$ cat src/rtl/pc_control.sv
// Program counter and branch resolution: evaluates B/BR conditions against the
// ALU flags, computes the next PC and owns the RUN/HALTED machine for HLT.
module pc_control #(
  parameter logic [15:0] RESET_PC = 16'h0000,
  parameter int          IMM_W    = 9
) (
  input  logic             clk,
  input  logic             rst,
  input  logic [3:0]       opcode,
  input  logic [2:0]       cond,
  input  logic [IMM_W-1:0] imm,
  input  logic [15:0]      reg_target,
  input  logic             N_Flag,
  input  logic             Z_Flag,
  input  logic             V_Flag,
  input  logic             stall,
  output logic [15:0]      pc_out,
  output logic [15:0]      pc_plus2,
  output logic             taken,
  output logic             flush,
  output logic             halt
);

  typedef enum logic {
    RUN    = 1'b0,
    HALTED = 1'b1
  } state_t;

  localparam logic [3:0] OP_B   = 4'b1100;
  localparam logic [3:0] OP_BR  = 4'b1101;
  localparam logic [3:0] OP_HLT = 4'b1111;

  state_t      state, next_state;
  logic [15:0] pc, next_pc;
  logic        cond_true;
  logic [15:0] offset;
  logic        is_branch;

  // Word offset: sign-extend to 16 bits, then scale to bytes.
  assign offset    = {{(16-IMM_W){imm[IMM_W-1]}}, imm} << 1;
  assign is_branch = (opcode == OP_B) || (opcode == OP_BR);
  assign pc_out    = pc;
  assign pc_plus2  = pc + 16'd2;
  assign halt      = (state == HALTED);

  always_comb begin
    // NOTE: every combinational output gets a default first so no path infers a latch.
    cond_true = 1'b0;
    case (cond)
      3'b000: cond_true = ~Z_Flag;
      3'b001: cond_true = Z_Flag;
      3'b010: cond_true = ~Z_Flag & ~N_Flag;
      3'b011: cond_true = N_Flag;
      3'b100: cond_true = Z_Flag | (~Z_Flag & ~N_Flag);
      3'b101: cond_true = N_Flag | Z_Flag;
      3'b110: cond_true = V_Flag;
      3'b111: cond_true = 1'b1;
      default: cond_true = 1'b0;
    endcase
  end

  always_comb begin
    next_state = state;
    next_pc    = pc;
    taken      = 1'b0;
    if (state == RUN && !stall) begin
      taken   = is_branch & cond_true;
      next_pc = pc_plus2;
      if (taken && opcode == OP_B)
        next_pc = pc_plus2 + offset;
      else if (taken && opcode == OP_BR)
        next_pc = reg_target;
      else if (opcode == OP_HLT) begin
        next_pc    = pc;
        next_state = HALTED;
      end
    end
  end

  always_ff @(posedge clk) begin
    // NOTE: clocked state uses non-blocking assignments so all registers update together.
    if (rst) begin
      state <= RUN;
      pc    <= RESET_PC;
      flush <= 1'b0;
    end else begin
      state <= next_state;
      pc    <= next_pc;
      flush <= taken;
    end
  end

endmodule

$ cat config.mk
export PLATFORM = sky130hd
export DESIGN_NAME = pc_control
export DESIGN_NICKNAME = d
export VERILOG_FILES = /design/src/rtl/pc_control.sv
export SDC_FILE = /design/constraint.sdc
export NUM_CORES = 1
export LEC_CHECK = 0
export CAP_MARGIN = 20
export CORE_MARGIN = 10
export CORE_UTILIZATION = 41
export CTS_CLUSTER_DIAMETER = 200
export DETAILED_ROUTE_END_ITERATION = 12
export PLACE_DENSITY_LB_ADDON = 0.1
export REMOVE_ABC_BUFFERS = 1
export SLEW_MARGIN = 20
export SYNTH_ARGS = -nofsm -noshare
export SYNTH_HDL_FRONTEND = slang
export SYNTH_SLANG_ARGS = --single-unit
$ cat constraint.sdc
create_clock -name clk -period 3 [get_ports clk]
set_clock_uncertainty 0.1 [all_clocks]
set_input_delay 0.45 -clock clk [delete_from_list [all_inputs] [get_ports clk]]
set_output_delay 0.45 -clock clk [all_outputs]
set_load 0.005 [all_outputs]
* Word-level counts from Yosys, hierarchy flattened
Cells that the tools add are included.
Widths: inputs -> output; s select.
** Word-level totals
- Register bits after elaboration :: 18
- Input bits :: 38
- Logic and storage cells :: 38
** Cells by class
- Add/subtract/negate cells :: 2
- Eq/ne operators :: 11
- Multiplexer cells :: 5
- Bitwise operators :: 9
- Reductions and logical operators :: 8
** Operator list (number)
- $mux 16 :: 3
- $add 16x16->16 :: 1
- $add 16x2->16 const B :: 1
- $eq 3x3->1 const B :: 4
- $eq 4x4->1 const B :: 3
- $pmux 1 s8 :: 1
- $eq 3x2->1 const B :: 2
- $not 1->1 :: 5
- $reduce_and 4->1 :: 1
- $eq 3x1->1 const B :: 1
- $logic_and 1x1->1 :: 3
- $logic_not 3->1 :: 1
- $ne 3x3->1 const B :: 1
- $and 1x1->1 :: 2
- $or 1x1->1 :: 2
- $reduce_and 2->1 :: 1
- $logic_not 1->1 :: 1
- $logic_or 1x1->1 :: 1
- $mux 1 :: 1

* Depth between registers and ports, before layout
- Word-level depth :: 8
- Gate-level depth with buffers :: 12
- Gate-level depth less buffers :: 12

* Least setup slack after synthesis
No wires, ideal clock.
- Kind :: register to register
- Start point :: register pc[1] (netlist: pc_out[1])
- End point :: register pc[14] (netlist: pc_out[14])
- Setup time :: 0.117 ns
- Arrival :: 2.738 ns
- Data required time :: 2.783 ns
- Slack :: 0.045 ns
- Stages on the path, launching flop included :: 13
- Path buffers :: 0
- Cell sequence :: dfxtp_1 -> ha_1 -> nand3_1 -> nor2_1 -> nand2_1 -> xnor2_1 -> ha_1 -> a21oi_1 -> o21ai_0 -> a221o_1 -> a21oi_1 -> mux2i_1 -> nand2b_1
** RTL lines
- start, declared :: line 34 : logic [15:0] pc, next_pc;
- start signal, assigned :: line 88 : pc <= next_pc;
- $add 16x2->16 :: line 43 : assign pc_plus2 = pc + 16'd2;
- net pc_plus2[9] :: line 18 : output logic [15:0] pc_plus2,
- $add 16x16->16 :: line 70 : next_pc = pc_plus2 + offset;
- $mux 16 :: line 69 : if (taken && opcode == OP_B)
The timed path passes the listed nets, and every way through them passes these cells. The select of a mux whose other input is x is not followed.
A chain may end at the register's enable or synchronous reset.

* Worst setup path after layout
- Start point :: input port cond[1]
- End point :: output port taken
** On the way
- Cells in the longest elaborated chain, start to end :: 4
** Ends and longest elaborated chain
- start, declared :: line 10 : input logic [2:0] cond,
- $eq 3x3->1 (tied with other cells) :: line 49 : case (cond)
- $pmux 1 s8 * :: line 49
- $and 1x1->1 * :: line 67 : taken = is_branch & cond_true;
- $mux 1 * :: line 66 : if (state == RUN && !stall) begin
- end, declared :: line 19 : output logic taken,
Mark *: on every way between the ends. The rest lies on a longest branch, timed or not.

==> flow_summary.json <==
{
  "cts.sinks": 18,
  "via_per_inst": 5.53,
  "reg2reg_from": "pc_out[1]",
  "fin_crit_sh_pct": 95.0,
  "dieWidth_um": 90.1,
  "drtAntennaViolNets": 0,
  "crit_type": "primary input to output port",
  "worstRegToRegCells": 10,
  "grt.overflow.total": 0,
  "p_sw_share_pct": 33.1,
  "holdPathEnd": "halt",
  "wl_um": 7250,
  "start_kind": "primary input",
  "worst_path_largest_cell_delay_ps": 480,
  "antenna_found_initial": 0,
  "leakage_nw": 1.37,
  "hold_viol": 0,
  "hp-class": "flop to flop",
  "required_ps": 2450,
  "peakVddDrop_v": 0.000138,
  "synth_async_sr_flop_share_pct": 0,
  "cts_tree": "yes",
  "setup_viol": 0,
  "critical_path.top_delay_family": "buffers and inverters",
  "power_switching_mw": 0.283,
  "r2r-end": "pc_out[11]",
  "drc": 0,
  "maxCapViolations": 0,
  "grt_pass1_vias": 2536,
  "run_status": "complete, no violations",
  "yosysWarnings": 0,
  "cp-end-kind": "output port",
  "p_int_mw": 0.572,
  "ios": 73,
  "period_needed_ps": 2850,
  "track_usage_pct": 17.4,
  "power_frac_seq_pct": 31.0,
  "combPwrFrac_pct": 43.7,
  "rows": 25,
  "syn2layout_area_growth_pct": 59.7,
  "yosysTopAreaCellShare_pct": 17.9,
  "gp_congestion": 0.888,
  "max_freq_ghz": 0.351,
  "fin_setup_tns_ps": 0,
  "synth_ff_type": "dfxtp_1",
  "ys_types": 57,
  "wl_per_cell_um": 16.5,
  "pwr-share-clk_pct": 25.3,
  "crit_buf_inv": 2,
  "cts_root_buffer": "clkbuf_8",
  "final_cells": 438,
  "ys_ff_latch": 18,
  "dieArea_um2": 8110,
  "synthTopCellsByArea": "dfxtp_1 (18%), ha_1 (9.3%), a21oi_1 (5.2%)",
  "worst_path_most_repeated_cell": "clkdlybuf4s50_1",
  "cts_buffers": 3,
  "drt_iter0_drc": 101,
  "netlist_instances": 262,
  "coreArea_um2": 4750,
  "clk_path_buf_depth": 2,
  "nFillCells": 428,
  "io_buffers": 72,
  "grt_pass1_wl_um": 12200,
  "fin_nets": 426,
  "slowest_stage": "clkdlybuf4s50_1",
  "drv_slew": 0,
  "initial_core_util_pct": 42.3,
  "worstPathArrival_ps": 2300,
  "hold_path_depth": 2,
  "grt_max_degree": 31,
  "max-slew-margin-rel_pct": 67.6,
  "cts_hold_buf": 0,
  "htreeDepth": 1,
  "synth-seq-area-share_pct": 17.9,
  "clock_latency_ps": 260,
  "drive_gt1_share_pct": 21.0,
  "synth-edff-count": 0,
  "power.density_nw_per_um2": 266,
  "hp-start": "halt",
  "synth.avg_cell_area_um2": 7.68,
  "dr.pass1.iters": 4,
  "hpwlAfterDp_um": 5680,
  "synth_largest_area_cell": "dfxtp_1",
  "dp.cells": 432,
  "syn_area_um2": 2010,
  "vias": 2422,
  "path_cells": "clkdlybuf4s50_1 -> or3b_1 -> a311o_1 -> nand3b_2 -> nor3_2 -> clkdlybuf4s50_1",
  "path_clk_slew_ps": 80,
  "die_h_um": 90.1,
  "tightest_slew_ps": 485,
  "antennaDiodeCount": 0,
  "path_max_fanout": 5,
  "reg2reg_setup_slack_ps": 170
}
[cell families (layout without fill, tap and decap cells)]
| logic type | Yosys count | in the layout | synth area share [%] |
|---|---|---|---|
| xor gates and xnor gates | 21 | 21 | 9.14 |
| and+or+nand+nor | 98 | 98 | 25.8 |
| AOI/OAI and AO/OA | 80 | 80 | 27.5 |
| adders and majority gates | 16 | 16 | 10.3 |
| DFF | 18 | 18 | 17.9 |
| muxes | 8 | 8 | 3.98 |
| buffers and inverters | 21 | 130 | 5.35 |
[synthesized netlist by cell type, types with 3 or more instances]
cell type,count
o21ai_0,10
nor4_1,3
ha_1,15
nand2_1,21
nand2b_1,4
xor2_1,11
o21a_1,3
nor4b_1,3
a211oi_1,3
clkbuf_1,7
xnor2_1,10
inv_1,8
a21o_1,8
a41oi_1,3
dfxtp_1,18
nor3_1,6
nand4_1,6
nand3_1,13
a311oi_1,4
and3_2,3
o211ai_1,8
nor2_1,24
mux2i_1,8
a21oi_1,21
a31oi_1,6
[tightest hold or removal path, stage by stage, from the launching register on]
cell     delay, ps
dfxtp_1        340
nor2_1         110
nor2_1          40
[area by class of cell]
type | count | area [µm²] | area share (%)
multi-input combinational | 223 | 1610 | 50.2
timing repair buffer | 118 | 1070 | 33.3
sequential | 18 | 364 | 11.3
tap | 67 | 83.8 | 2.61
clock buffer | 4 | 55.1 | 1.71
inverter | 8 | 30.0 | 0.935
[metal layers]
layer  global-route usage (%)  vias to the layer above  part of all wire (%)
li1                         -                     1210                     -
met1                     20.6                     1121                    44
met2                     30.7                       81                    48
met3                     3.16                       10                   5.9
met4                     6.10                        0                   1.7
met5                        0                        -                     0
[worst max path at each step]
stage	cells after the start	startpoint	endpoint
after global placement	9	imm[0]	pc_out[11]
after global routing	13	pc_out[1]	pc_out[11]
final	6	cond[1]	taken
after detailed placement	9	imm[0]	pc_out[11]
after floorplan	12	pc_out[1]	pc_out[14]
after CTS	12	pc_out[1]	pc_out[12]
[cell usage in the layout (no fill, tap or decap), drive strengths merged, types with 3 or more instances in the layout]
cell type      synthesis  layout
ha                    15      15
nor2                  24      24
nand3b                 3       3
nor4b                  3       3
a311oi                 4       4
nand2b                 4       4
nand3                 13      13
xnor2                 10      10
a21o                   8       8
a21oi                 21      21
xor2                  11      11
inv                    8       8
buf                    6      46
a211oi                 4       4
and3                   4       4
o211ai                 8       8
nand4                  6       6
a41oi                  3       3
o21a                   3       3
clkdlybuf4s50          0      71
dfxtp                 18      18
o21ai                 12      12
nor3                   6       6
nor4                   3       3
nand2                 21      21
a31oi                  6       6
mux2i                  8       8
clkbuf                 7       4
[power by group through the flow]
stage               logic [mW]  registers [mW]  clock network [mW]
floorplan                0.164           0.271                   0
global placement         0.357           0.269                   0
detailed placement       0.362           0.269                   0
CTS                      0.366           0.264               0.215
global route             0.410           0.266               0.228
finish                   0.374           0.265               0.217
[timing repair]
| item | 4_1_cts | 5_1_grt |
|---|---|---|
| endpoints found under the setup margin | 1 | 8 |
| pin swaps | 1 | 5 |
| setup buffers | 1 | 1 |
| resized for setup | 1 | 18 |
[sequential cells by signal, indices dropped and copies added, names as in the netlist]
register  flops
pc_out       16
halt          1
flush         1
[stage by stage]
stage | worst slack [ps] | utilization (%) | instance area [µm²] | hold slack [ps] | power [mW]
6_report | 151 | 67.6 | 3210 | 429 | 0.855
5_1_grt | -18.0 | 67.6 | 3210 | 468 | 0.904
4_1_cts | 2.90 | 66.0 | 3140 | 423 | 0.845
3_5_place_dp | -111 | 64.6 | 3070 | 410 | 0.631
3_3_place_gp | -55.6 | 64.6 | 3070 | 405 | 0.626
2_1_floorplan | 44.6 | - | 1930 | 388 | 0.435
Power figures use the tool's default switching activity.
